`src/rtl/nco_phase_det.sv`:
```
// Iterative CORDIC (vectoring) phase detector: recovers atan2(fsin, fcos) and the phase step between samples.
// Optional feature macro: NCO_PHASE_DET_INC_EN (previous-phase register and phi_inc_o/inc_valid).
module nco_phase_det #(
  parameter int mpr   = 18,
  parameter int apr   = 32,
  parameter int niter = 16
) (
  input  logic           clk,
  input  logic           reset_n,
  input  logic           clken,
  input  logic           in_valid,
  input  logic [mpr-1:0] fsin_i,
  input  logic [mpr-1:0] fcos_i,
  output logic           in_ready,
  output logic [apr-1:0] phase_o,
  output logic [apr-1:0] phi_inc_o,
  output logic           inc_valid,
  output logic           out_valid
);

  localparam int XW = mpr + 2;
  localparam int IW = $clog2(niter);

  typedef enum logic [1:0] {
    S_IDLE = 2'd0,
    S_ITER = 2'd1,
    S_OUT  = 2'd2
  } state_t;

  // atan(2^-i) in 32-bit turns, rounded
  function automatic logic [31:0] atan_f(input logic [4:0] idx);
    case (idx)
      5'd0:  atan_f = 32'h2000_0000;
      5'd1:  atan_f = 32'h12E4_051E;
      5'd2:  atan_f = 32'h09FB_385B;
      5'd3:  atan_f = 32'h0511_11D4;
      5'd4:  atan_f = 32'h028B_0D43;
      5'd5:  atan_f = 32'h0145_D7E1;
      5'd6:  atan_f = 32'h00A2_F61E;
      5'd7:  atan_f = 32'h0051_7C55;
      5'd8:  atan_f = 32'h0028_BE53;
      5'd9:  atan_f = 32'h0014_5F2F;
      5'd10: atan_f = 32'h000A_2F98;
      5'd11: atan_f = 32'h0005_17CC;
      5'd12: atan_f = 32'h0002_8BE6;
      5'd13: atan_f = 32'h0001_45F3;
      5'd14: atan_f = 32'h0000_A2FA;
      5'd15: atan_f = 32'h0000_517D;
      5'd16: atan_f = 32'h0000_28BE;
      5'd17: atan_f = 32'h0000_145F;
      5'd18: atan_f = 32'h0000_0A30;
      5'd19: atan_f = 32'h0000_0518;
      5'd20: atan_f = 32'h0000_028C;
      5'd21: atan_f = 32'h0000_0146;
      5'd22: atan_f = 32'h0000_00A3;
      5'd23: atan_f = 32'h0000_0051;
      5'd24: atan_f = 32'h0000_0029;
      5'd25: atan_f = 32'h0000_0014;
      5'd26: atan_f = 32'h0000_000A;
      5'd27: atan_f = 32'h0000_0005;
      5'd28: atan_f = 32'h0000_0003;
      5'd29: atan_f = 32'h0000_0001;
      5'd30: atan_f = 32'h0000_0001;
      default: atan_f = 32'h0000_0000;
    endcase
  endfunction

  state_t                state_r, state_s;
  logic [IW-1:0]         iter_r;
  logic signed [XW-1:0]  x_r, y_r;
  logic [apr-1:0]        z_r;
  logic                  zero_r;
  logic                  in_ready_r, out_valid_r;
  logic [apr-1:0]        phase_r;

  logic signed [XW-1:0]  fc_ext_s, fs_ext_s, x_sh_s, y_sh_s;
  logic [31:0]           atan_full_s;
  logic [apr-1:0]        atan_s, phase_s;

  assign fc_ext_s    = $signed({{2{fcos_i[mpr-1]}}, fcos_i});
  assign fs_ext_s    = $signed({{2{fsin_i[mpr-1]}}, fsin_i});
  assign x_sh_s      = x_r >>> iter_r;
  assign y_sh_s      = y_r >>> iter_r;
  assign atan_full_s = atan_f(5'(iter_r)) >> (32 - apr);
  assign atan_s      = atan_full_s[apr-1:0];
  assign phase_s     = zero_r ? {apr{1'b0}} : z_r;

  // Next-state decode
  always_comb begin
    state_s = state_r;
    case (state_r)
      S_IDLE: begin
        if (in_valid) state_s = S_ITER;
        else          state_s = S_IDLE;
      end
      S_ITER: begin
        if (iter_r == IW'(niter - 1)) state_s = S_OUT;
        else                          state_s = S_ITER;
      end
      S_OUT:   state_s = S_IDLE;
      default: state_s = S_IDLE;
    endcase
  end

  // State register and handshake flags
  always_ff @(posedge clk or negedge reset_n) begin
    if (!reset_n) begin
      state_r     <= S_IDLE;
      in_ready_r  <= 1'b1;
      out_valid_r <= 1'b0;
    end else if (clken) begin
      state_r     <= state_s;
      in_ready_r  <= (state_s == S_IDLE);
      out_valid_r <= (state_r == S_OUT);
    end
  end

  // CORDIC datapath; pre-rotation folds the left half-plane onto the right
  always_ff @(posedge clk or negedge reset_n) begin
    if (!reset_n) begin
      iter_r  <= {IW{1'b0}};
      x_r     <= {XW{1'b0}};
      y_r     <= {XW{1'b0}};
      z_r     <= {apr{1'b0}};
      zero_r  <= 1'b0;
      phase_r <= {apr{1'b0}};
    end else if (clken) begin
      case (state_r)
        S_IDLE: begin
          if (in_valid) begin
            iter_r <= {IW{1'b0}};
            zero_r <= (fsin_i == {mpr{1'b0}}) && (fcos_i == {mpr{1'b0}});
            if (fcos_i[mpr-1]) begin
              x_r <= -fc_ext_s;
              y_r <= -fs_ext_s;
              z_r <= {1'b1, {(apr-1){1'b0}}};
            end else begin
              x_r <= fc_ext_s;
              y_r <= fs_ext_s;
              z_r <= {apr{1'b0}};
            end
          end
        end
        S_ITER: begin
          iter_r <= iter_r + IW'(1);
          if (y_r[XW-1]) begin
            x_r <= x_r - y_sh_s;
            y_r <= y_r + x_sh_s;
            z_r <= z_r - atan_s;
          end else begin
            x_r <= x_r + y_sh_s;
            y_r <= y_r - x_sh_s;
            z_r <= z_r + atan_s;
          end
        end
        S_OUT:   phase_r <= phase_s;
        default: ;
      endcase
    end
  end

  assign in_ready  = in_ready_r;
  assign out_valid = out_valid_r;
  assign phase_o   = phase_r;

`ifdef NCO_PHASE_DET_INC_EN
  logic [apr-1:0] prev_r, phi_inc_r;
  logic           have_prev_r, inc_valid_r;

  // Phase difference against the previous result, mod 2^apr
  always_ff @(posedge clk or negedge reset_n) begin
    if (!reset_n) begin
      prev_r      <= {apr{1'b0}};
      phi_inc_r   <= {apr{1'b0}};
      have_prev_r <= 1'b0;
      inc_valid_r <= 1'b0;
    end else if (clken && (state_r == S_OUT)) begin
      phi_inc_r   <= phase_s - prev_r;
      inc_valid_r <= have_prev_r;
      prev_r      <= phase_s;
      have_prev_r <= 1'b1;
    end
  end

  assign phi_inc_o = phi_inc_r;
  assign inc_valid = inc_valid_r;
`else
  assign phi_inc_o = {apr{1'b0}};
  assign inc_valid = 1'b0;
`endif

endmodule

```
`config.mk`:
```
export PLATFORM = sky130hd
export DESIGN_NAME = nco_phase_det
export DESIGN_NICKNAME = d
export VERILOG_FILES = /design/src/rtl/nco_phase_det.sv
export SDC_FILE = /design/constraint.sdc
export NUM_CORES = 1
export LEC_CHECK = 0
export CAP_MARGIN = 30
export CORE_ASPECT_RATIO = 0.7
export CORE_UTILIZATION = 50
export DETAILED_ROUTE_END_ITERATION = 12
export GPL_TIMING_DRIVEN = 1
export PLACE_DENSITY = 0.79
export SYNTH_ARGS = -nofsm -noshare
export SYNTH_HDL_FRONTEND = slang
export SYNTH_SLANG_ARGS = --single-unit
```
`constraint.sdc`:
```
create_clock -name clk -period 5.65 [get_ports clk]
set_input_delay 1.695 -clock clk [delete_from_list [all_inputs] [get_ports clk]]
set_output_delay 1.695 -clock clk [all_outputs]
set_load 0.05 [all_outputs]
```
==> out/metrics.csv, run 1 <==
stage,metric,value,unit
synthesis,yosysSeqAreaShare,0.225,
setup_path,worstPathCellList,inv_1 -> ha_1 -> or3b_2 -> nor2_1 -> nor3_1 -> inv_1 -> nand3_1 -> or3_1 -> nor4_4 -> nand3b_1 -> nor2b_1 -> xor2_1 -> ha_1 -> and3_1 -> and2_1 -> a221oi_2 -> o21ai_1 -> o211ai_1 -> a21oi_1 -> o21a_1 -> o21a_1 -> or3_1 -> a32o_1,
drt,via_per_inst,6.05,
timing,period_needed,5390,ps
setup_path,r2r-end,z_r[29],
drt,drt_wl_total,36.2,mm
synthesis,yosys_warnings,0,
min_path,worstHoldStart,phase_o[10],
cts,cts_sinks,113,
placement,dpl-instance-area,13600,um^2
drt,wl_per_cell,18.2,um
job,cap_violations,0,
drt,drtAntennaViolNets,0,
timing,fin_worst_skew,25.5,ps
synthesis,synth_cell_types,75,
timing,worstMarginPinSlew,1040,ps
die,rows,48,
die,io_pins,107,
synthesis,avgSynthCellArea,7.87,um^2
cts,htree_num_levels,4,
setup_path,start_kind,flip-flop,
timing,max_freq,185,MHz
setup_path,endpoint_kind,flip-flop,
setup_path,arrival,5720,ps
die,die_y,135,um
placement,place.port_buffers,73,
min_path,hold_depth,2,
synthesis,synth_top_flop_cell,dfrtp_1,
global_route,grt_pass1_vias,10918,
synthesis,async_flop_share,1.00,
synthesis,synthCells,1597,
global_route,grt_max_degree,67,
final_layout,nets,1772,
cts,cts_root_buf,clkbuf_16,
setup_path,regToRegStartpoint,iter_r[1],
setup_path,rr_worst_depth,23,
cts,clk_path_buf_depth,2,
global_route,grt_antenna_before_repair,0,
placement,place.gp.congestion,0.977,
min_path,hold_path_class,flip-flop to flip-flop,
synthesis,synth_seq_cells,113,
final_layout,stdcell_area,14300,um^2
cts,cts_tree,yes,
timing,finalSetupViolCount,0,
cts,numCtsBuffers,17,
setup_path,critPathSlowestCell,or3b_2,
timing,drv_slew,0,
final_layout,mostFrequentLayoutCell,nand2_1,
status,outcome,"finished, final reports clean",
die,start_util,0.509,
setup_path,crit_fanout,8,
min_path,min_to,phase_o[10],
timing,fin_crit_sh,0.954,
cts,clk_latency,450,ps
die,core_area,24700,um^2
timing,relSlewSlack,0.310,
die,die_area,25800,um^2
setup_path,worst_ep_required_time,5970,ps
die,fp.dieW,191,um
setup_path,cp_slowest_stage_delay,500,ps
cts,clk_pin_slew,60,ps
synthesis,yosys.area.top_type_share,0.223,
final_layout,area_delta_synth_final,13.4,%
global_route,grt_pass1_wl,57.3,mm
setup_path,crit_type,flip-flop to flip-flop,
global_route,gr-usage-all-layers,0.283,
drt,drtPass1Iterations,5,
final_layout,layout-drive-gt1-share,0.0922,
synthesis,synthTopCellsByArea,"dfrtp_1 22%, ha_1 8.3%, mux4_2 6.8%",
synthesis,synth_edf_count,0,
placement,hpwl,27.2,mm
synthesis,syn_area,12600,um^2
final_layout,layout_common_cells,"213 x nand2_1, 140 x a21oi_1, 139 x o21ai_0, 136 x nor2_1, 107 x dfrtp_1",
cts,cts_hold_buf,0,
synthesis,synth_largest_area_cell,dfrtp_1,
drt,num_vias,12016,
global_route,grt_overflow,0,
drt,drt_iter0_markers,983,
timing,hold_viol,0,
drt,drc,0,
setup_path,rrSetupSlack,260,ps
-- layer usage --
metal / wire length [um] / track usage
met5: 0 / 0
met3: 3920 / 0.0785
met2: 14900 / 0.402
met1: 16800 / 0.422
met4: 498 / 0.0653
-- worst max-delay path by stage --
stage,start,to,slack (ps),depth (start not counted)
floorplan,iter_r[1],z_r[29],3,28
global placement,iter_r[1],z_r[29],290,24
detailed placement,iter_r[1],z_r[29],120,24
CTS,iter_r[1],z_r[29],40,24
global route,iter_r[1],z_r[31],-40,23
finish,iter_r[1],z_r[29],260,23
-- logic make-up (layout without fill, tap and decap cells) --
group	after synthesis	count (layout)	synth area share
AOI/OAI and AO/OA	466	466	0.226
xor gates and xnor gates	139	139	0.0969
adders and majority gates	87	87	0.0882
buffers and inverters	166	196	0.0622
DFF	113	113	0.225
muxes	82	82	0.104
other	1	34	0.000298
and+or+nand+nor	543	543	0.198
-- synth_stat cells, drive strengths merged, types with 24 or more instances --
library cell,instances
a21oi,141
buf,73
clkbuf,49
dfrtp,112
ha,83
inv,44
mux2i,36
mux4,38
nand2,213
nand2b,43
nand3,24
nor2,137
nor3,37
o21ai,148
xnor2,76
xor2,63
-- cell type report --
class                   count  area (um^2)
diodes                      1         2.50
clock buffers              17          425
clock inverters            15          186
fillers                  2272        10400
inverters                  44          165
multi-input cells        1350         9140
flip-flops and latches    113         2840
well taps                 325          407
repair buffers            120         1090
-- registers in the layout (all words and copies together), names as in the netlist --
| signal | count |
|---|---|
| state_r | 2 |
| y_r | 20 |
| in_ready | 1 |
| x_r | 20 |
| z_r | 32 |
| iter_r | 4 |
| out_valid | 1 |
| phase_o | 32 |
| zero_r | 1 |
-- worst max-delay path, delay by kind of cell (launching register included) --
kind | cells | cell delay (ps)
flip-flops | 1 | 440
adder cells (fa/ha/maj) | 2 | 530
AO/OA/AOI/OAI | 7 | 1470
buffers and inverters | 2 | 200
AND/OR/NAND/NOR | 11 | 2470
XOR/XNOR | 1 | 180
-- stage by stage --
stage          TNS, ps  hold slack (ps)  utilization  std cells  setup WS [ps]
6_report             0              475        0.577       1985            257
5_1_grt          -59.7              508        0.577       1984          -39.0
4_1_cts              0              483        0.575       1982           44.3
3_5_place_dp         0              469        0.550       1950            118
3_3_place_gp         0              464        0.550       1950            286
2_1_floorplan        0              473            -       1629           2.76
-- what timing repair did --
item,in CTS,in global routing
gates resized for setup,0,11
buffers inserted,0,2
endpoints found under the setup margin,0,5
Power of run 1 is not shown: default switching activity piles up to over one toggle a cycle in this logic, so the estimate is an artifact.
==> inputs of run 2 (changes only) <==
- CORE_MARGIN: default -> 5
- CTS_CLUSTER_SIZE: default -> 20
==> out/metrics.csv, run 2 (synthesis gave the netlist of run 1 again) <==
stage,metric,value,unit,change
status,outcome,"finished, final reports clean",,
setup_path,crit_fanout,6,,-2
setup_path,path_common_cell,ha_1,,
min_path,hold_depth,2,,unchanged
timing,setup_slack,199,ps,-58.0 ps
drt,drtAntennaViolNets,0,,unchanged
timing,relSlewSlack,0.321,,+0.0113
cts,htree_num_levels,4,,unchanged
setup_path,rr_worst_depth,24,,+4.3%
timing,fin_crit_sh,0.965,,+0.0103
die,start_util,0.509,,unchanged
min_path,hold_path_class,flip-flop to flip-flop,,
setup_path,worst_ep_required_time,5970,ps,about the same
die,rows,48,,unchanged
cts,cts_hold_buf,0,,unchanged
final_layout,layout-drive-gt1-share,0.0934,,+0.00115
cts,cts_tree,yes,,
die,core_area,24700,um^2,unchanged
cts,numCtsBuffers,17,,unchanged
timing,max_freq,183,MHz,-1.1%
setup_path,crit_type,flip-flop to flip-flop,,
final_layout,multi_input_area,9130,um^2,-0.12%
setup_path,start_kind,flip-flop,,
setup_path,cp_slowest_stage_delay,490,ps,about the same
final_layout,area_delta_synth_final,13.6,%,
die,die_area,28500,um^2,+10%
setup_path,regToRegStartpoint,iter_r[0],,
setup_path,worstPathCellList,inv_2 -> ha_1 -> or3b_2 -> nor2_1 -> nor3_1 -> inv_1 -> ha_1 -> nand3_1 -> nor3_1 -> nor3b_2 -> and3_2 -> nor2_2 -> xnor2_1 -> ha_1 -> and3_1 -> and2_1 -> a221oi_2 -> o21ai_1 -> o211ai_1 -> a21oi_2 -> o21a_1 -> o21a_1 -> or3_1 -> a32o_1,,
final_layout,fillers,2267,,-0.22%
placement,hpwl,27.7,mm,+1.7%
placement,place.port_buffers,73,,unchanged
global_route,grt_overflow,0,,unchanged
final_layout,mostFrequentLayoutCell,nand2_1,,
placement,dp_slack,151,ps,+32.9 ps
final_layout,num_antenna_cells,0,,-1
cts,clk_pin_slew,60,ps,about the same
timing,hold_viol,0,,unchanged
drt,num_vias,11818,,-1.6%
cts,clk_path_buf_depth,2,,unchanged
final_layout,layout_common_cells,"213 x nand2_1, 139 x o21ai_0, 138 x a21oi_1, 136 x nor2_1, 107 x dfrtp_1",,
drt,drc,0,,unchanged
drt,via_per_inst,5.95,,-1.6%
global_route,grt_pass1_vias,11145,,+2.1%
timing,period_needed,5450,ps,+58.0 ps
setup_path,rrSetupSlack,200,ps,-60 ps
global_route,gr-usage-all-layers,0.259,,-0.0236
drt,drtPass1Iterations,5,,unchanged
final_layout,nets,1773,,+0.056%
cts,clk_latency,440,ps,about the same
drt,drt_wl_total,36.8,mm,+1.8%
setup_path,r2r-end,z_r[29],,
timing,fin_worst_skew,10.3,ps,-15.1 ps
cts,cts_root_buf,clkbuf_16,,
global_route,grt_max_degree,69,,+3.0%
setup_path,critPathSlowestCell,or3b_2,,
die,die_y,143,um,+5.9%
min_path,worstHoldStart,phase_o[9],,
min_path,min_to,phase_o[9],,
placement,place.gp.congestion,0.961,,-1.7%
global_route,grt_pass1_wl,59.7,mm,+4.1%
die,fp.dieW,199,um,+4.2%
timing,finalSetupViolCount,0,,unchanged
placement,dpl-instance-area,13600,um^2,+0.13%
global_route,grt_antenna_before_repair,1,,+1
setup_path,path_delay_family,simple AND/OR/NAND/NOR gates,,
setup_path,arrival,5780,ps,+60 ps
final_layout,stdcell_area,14300,um^2,+0.18%
die,io_pins,107,,unchanged
setup_path,critPathBufInv,2,,unchanged
setup_path,endpoint_kind,flip-flop,,
final_layout,regArea,2840,um^2,about the same
drt,wl_per_cell,18.5,um,+1.8%
timing,worstMarginPinSlew,1020,ps,-17.0 ps
job,cap_violations,0,,unchanged
timing,drv_slew,0,,unchanged
cts,cts_sinks,113,,unchanged
drt,drt_iter0_markers,1084,,+10%
==> run 2: cell count changes in the layout (fill, tap and decap cells not counted), sizes merged <==
cell | previous run | this run
clkbuf | 17 | 19
clkinv | 6 | 5
clkinvlp | 4 | 3
diode | 1 | 0
inv | 46 | 47
==> run 2: layout make-up <==
cell class                 count  share of cell area
clock buffer                  18              0.0308
clock inverter                14              0.0125
inverter                      44              0.0116
multi-input combinational   1350               0.639
sequential                   113               0.199
tap                          325              0.0285
timing repair buffer         121              0.0787
==> run 2: stage by stage <==
step	hold WS (ps)	TNS (ps)	instances	util
finish	480	0	1985	0.578
global route	502	-220	1985	0.578
CTS	485	0	1981	0.576
detailed placement	471	0	1949	0.551
global placement	461	0	1949	0.551
floorplan	473	0	1629	-
==> run 2: worst max-delay path by stage <==
stage | start | end | slack, ps | depth (start not counted)
2_1_floorplan | iter_r[1] | z_r[29] | 3 | 28
3_3_place_gp | iter_r[1] | z_r[29] | 260 | 24
3_5_place_dp | iter_r[1] | z_r[29] | 150 | 24
4_1_cts | iter_r[1] | z_r[29] | 110 | 24
5_1_grt | iter_r[0] | z_r[29] | -130 | 24
6_report | iter_r[0] | z_r[29] | 200 | 24
==> run 2: per-layer routing <==
metal,up-vias,global-route usage,share of wire
li1,5761,-,-
met1,5546,0.395,0.47
met2,461,0.367,0.42
met3,48,0.0677,0.099
met4,2,0.0625,0.016
met5,-,0,0.00019
==> run 2: repair_timing <==
action                                  in CTS  in global routing
endpoints found under the setup margin       0                  6
resized for setup                            0                 11
buffers inserted                             0                  4
==> run 2: worst min-delay path, stage by stage (launching register included) <==
cell	delay (ps)
dfrtp_1	340
nand2_1	50
o21ai_0	60
Power of run 2 is left out for the same reason.
==> inputs of run 3 (changes only) <==
- PLACE_DENSITY: 0.79 -> 0.74
==> out/metrics.csv, run 3 (synthesis gave the netlist of run 1 again) <==
stage,metric,value,unit,change
cts,clk_path_buf_depth,2,,unchanged
timing,worstMarginPinSlew,1010,ps,-4.19 ps
drt,drc,0,,unchanged
setup_path,start_kind,flip-flop,,
drt,drtAntennaViolNets,0,,unchanged
final_layout,regArea,2840,um^2,unchanged
global_route,grt_antenna_before_repair,0,,-1
global_route,grt_max_degree,70,,+1.4%
timing,fin_crit_sh,0.941,,-0.0240
final_layout,multi_input_area,9130,um^2,unchanged
final_layout,mostFrequentLayoutCell,nand2_1,,
min_path,min_to,phase_o[20],,
drt,via_per_inst,5.99,,+0.58%
die,core_area,24700,um^2,unchanged
setup_path,crit_type,flip-flop to flip-flop,,
timing,hold_viol,0,,unchanged
min_path,hold_path_class,flip-flop to flip-flop,,
setup_path,r2r-end,z_r[29],,
cts,htree_num_levels,4,,unchanged
setup_path,endpoint_kind,flip-flop,,
timing,max_freq,188,MHz,+2.6%
job,cap_violations,0,,unchanged
setup_path,arrival,5630,ps,-150 ps
die,io_pins,107,,unchanged
placement,placedCellCount,1952,,+0.15%
drt,drtPass1Iterations,7,,+2
placement,hpwl,27.7,mm,+0.28%
global_route,grt_pass1_wl,58.5,mm,-1.9%
die,die_area,28500,um^2,unchanged
setup_path,rr_worst_depth,23,,-4.2%
global_route,grt_pass1_vias,10954,,-1.7%
final_layout,final_cells,1986,,+0.050%
drt,highest_layer,met4,,
setup_path,crit_fanout,6,,unchanged
final_layout,nets,1774,,+0.056%
final_layout,layout_common_cells,"213 x nand2_1, 140 x a21oi_1, 139 x o21ai_0, 136 x nor2_1, 107 x dfrtp_1",,
final_layout,area_delta_synth_final,14.0,%,
timing,finalSetupViolCount,0,,unchanged
min_path,hold_depth,2,,unchanged
drt,drt_iter0_markers,1155,,+6.5%
drt,wl_met2,15.0,mm,-2.3%
setup_path,worst_ep_required_time,5970,ps,about the same
drt,wl_met1,17.8,mm,+3.3%
cts,cts_root_buf,clkbuf_16,,
timing,fin_worst_skew,12.1,ps,+1.77 ps
placement,place.gp.congestion,0.946,,-1.5%
global_route,grt_overflow,0,,unchanged
timing,tns,0,ps,unchanged
timing,relSlewSlack,0.322,,+0.000671
die,fp.dieW,199,um,unchanged
timing,hold-worst-slack,476,ps,-4.11 ps
cts,cts_hold_buf,0,,unchanged
drt,wl_per_cell,18.4,um,-0.60%
timing,drv_slew,0,,unchanged
status,outcome,"finished, final reports clean",,
min_path,worstHoldStart,phase_o[20],,
drt,drt_wl_total,36.6,mm,-0.55%
final_layout,layout-drive-gt1-share,0.0928,,-0.000602
die,die_y,143,um,unchanged
cts,cts_sinks,113,,unchanged
global_route,gr-usage-all-layers,0.256,,-0.00384
final_layout,fillers,2262,,-0.22%
cts,numCtsBuffers,17,,unchanged
cts,cts_tree,yes,,
drt,wl_met3,3.19,mm,-13%
placement,place.port_buffers,73,,unchanged
die,start_util,0.509,,unchanged
cts,clk_pin_slew,60,ps,about the same
cts,clk_latency,440,ps,about the same
setup_path,rrSetupSlack,340,ps,+140 ps
die,rows,48,,unchanged
setup_path,regToRegStartpoint,iter_r[1],,
drt,num_vias,11892,,+0.63%
timing,period_needed,5310,ps,-136 ps
[run 3: per-layer routing]
| metal | up-vias | global-route usage |
|---|---|---|
| met5 | - | 0 |
| li1 | 5763 | - |
| met4 | 0 | 0.0679 |
| met1 | 5599 | 0.402 |
| met3 | 50 | 0.0479 |
| met2 | 480 | 0.357 |
[run 3: worst max path at each step]
| stage | to | startpoint | slack [ps] | cells after the start |
|---|---|---|---|---|
| after floorplan | z_r[29] | iter_r[1] | 3 | 28 |
| after global placement | z_r[29] | iter_r[1] | 280 | 23 |
| after detailed placement | z_r[29] | iter_r[1] | 160 | 24 |
| after CTS | z_r[29] | iter_r[1] | 120 | 24 |
| after global routing | z_r[29] | iter_r[1] | -10 | 25 |
| final | z_r[29] | iter_r[1] | 340 | 23 |
[run 3: metrics by stage]
| step | area (um^2) | setup slack (ps) | utilization |
|---|---|---|---|
| floorplan | 12700 | 2.76 | - |
| CTS | 14200 | 117 | 0.577 |
| finish | 14300 | 335 | 0.580 |
| global placement | 13600 | 276 | 0.552 |
| global route | 14300 | -10.2 | 0.580 |
| detailed placement | 13600 | 160 | 0.552 |
[run 3: worst max-delay path: stages (launching register included)]
cell	delay [ps]
dfrtp_2	410
inv_1	70
ha_1	180
or3b_2	490
nor2_1	100
nor3_1	70
inv_1	100
nand3_1	90
or3_1	410
nor4_2	220
nand3b_1	170
nor2b_1	210
xnor2_1	140
ha_1	350
and3_1	200
and2_1	180
a221oi_2	290
o21ai_1	130
o211ai_1	320
a21oi_2	130
o21a_1	200
o21a_1	160
or3_1	300
a32o_1	250
[run 3: layout make-up]
cell class / instances / area share
repair buffers: 122 / 0.0811
flip-flops and latches: 113 / 0.198
clock buffers: 22 / 0.0345
clock inverters: 9 / 0.00900
diodes: 1 / 0.000175
multi-input cells: 1350 / 0.637
inverters: 44 / 0.0115
well taps: 325 / 0.0284
[run 3: what timing repair did]
| action | 4_1_cts | 5_1_grt |
|---|---|---|
| resized for setup | 0 | 9 |
| setup buffers | 0 | 1 |
| setup endpoints to repair | 0 | 5 |
Power of run 3 is left out for the same reason.
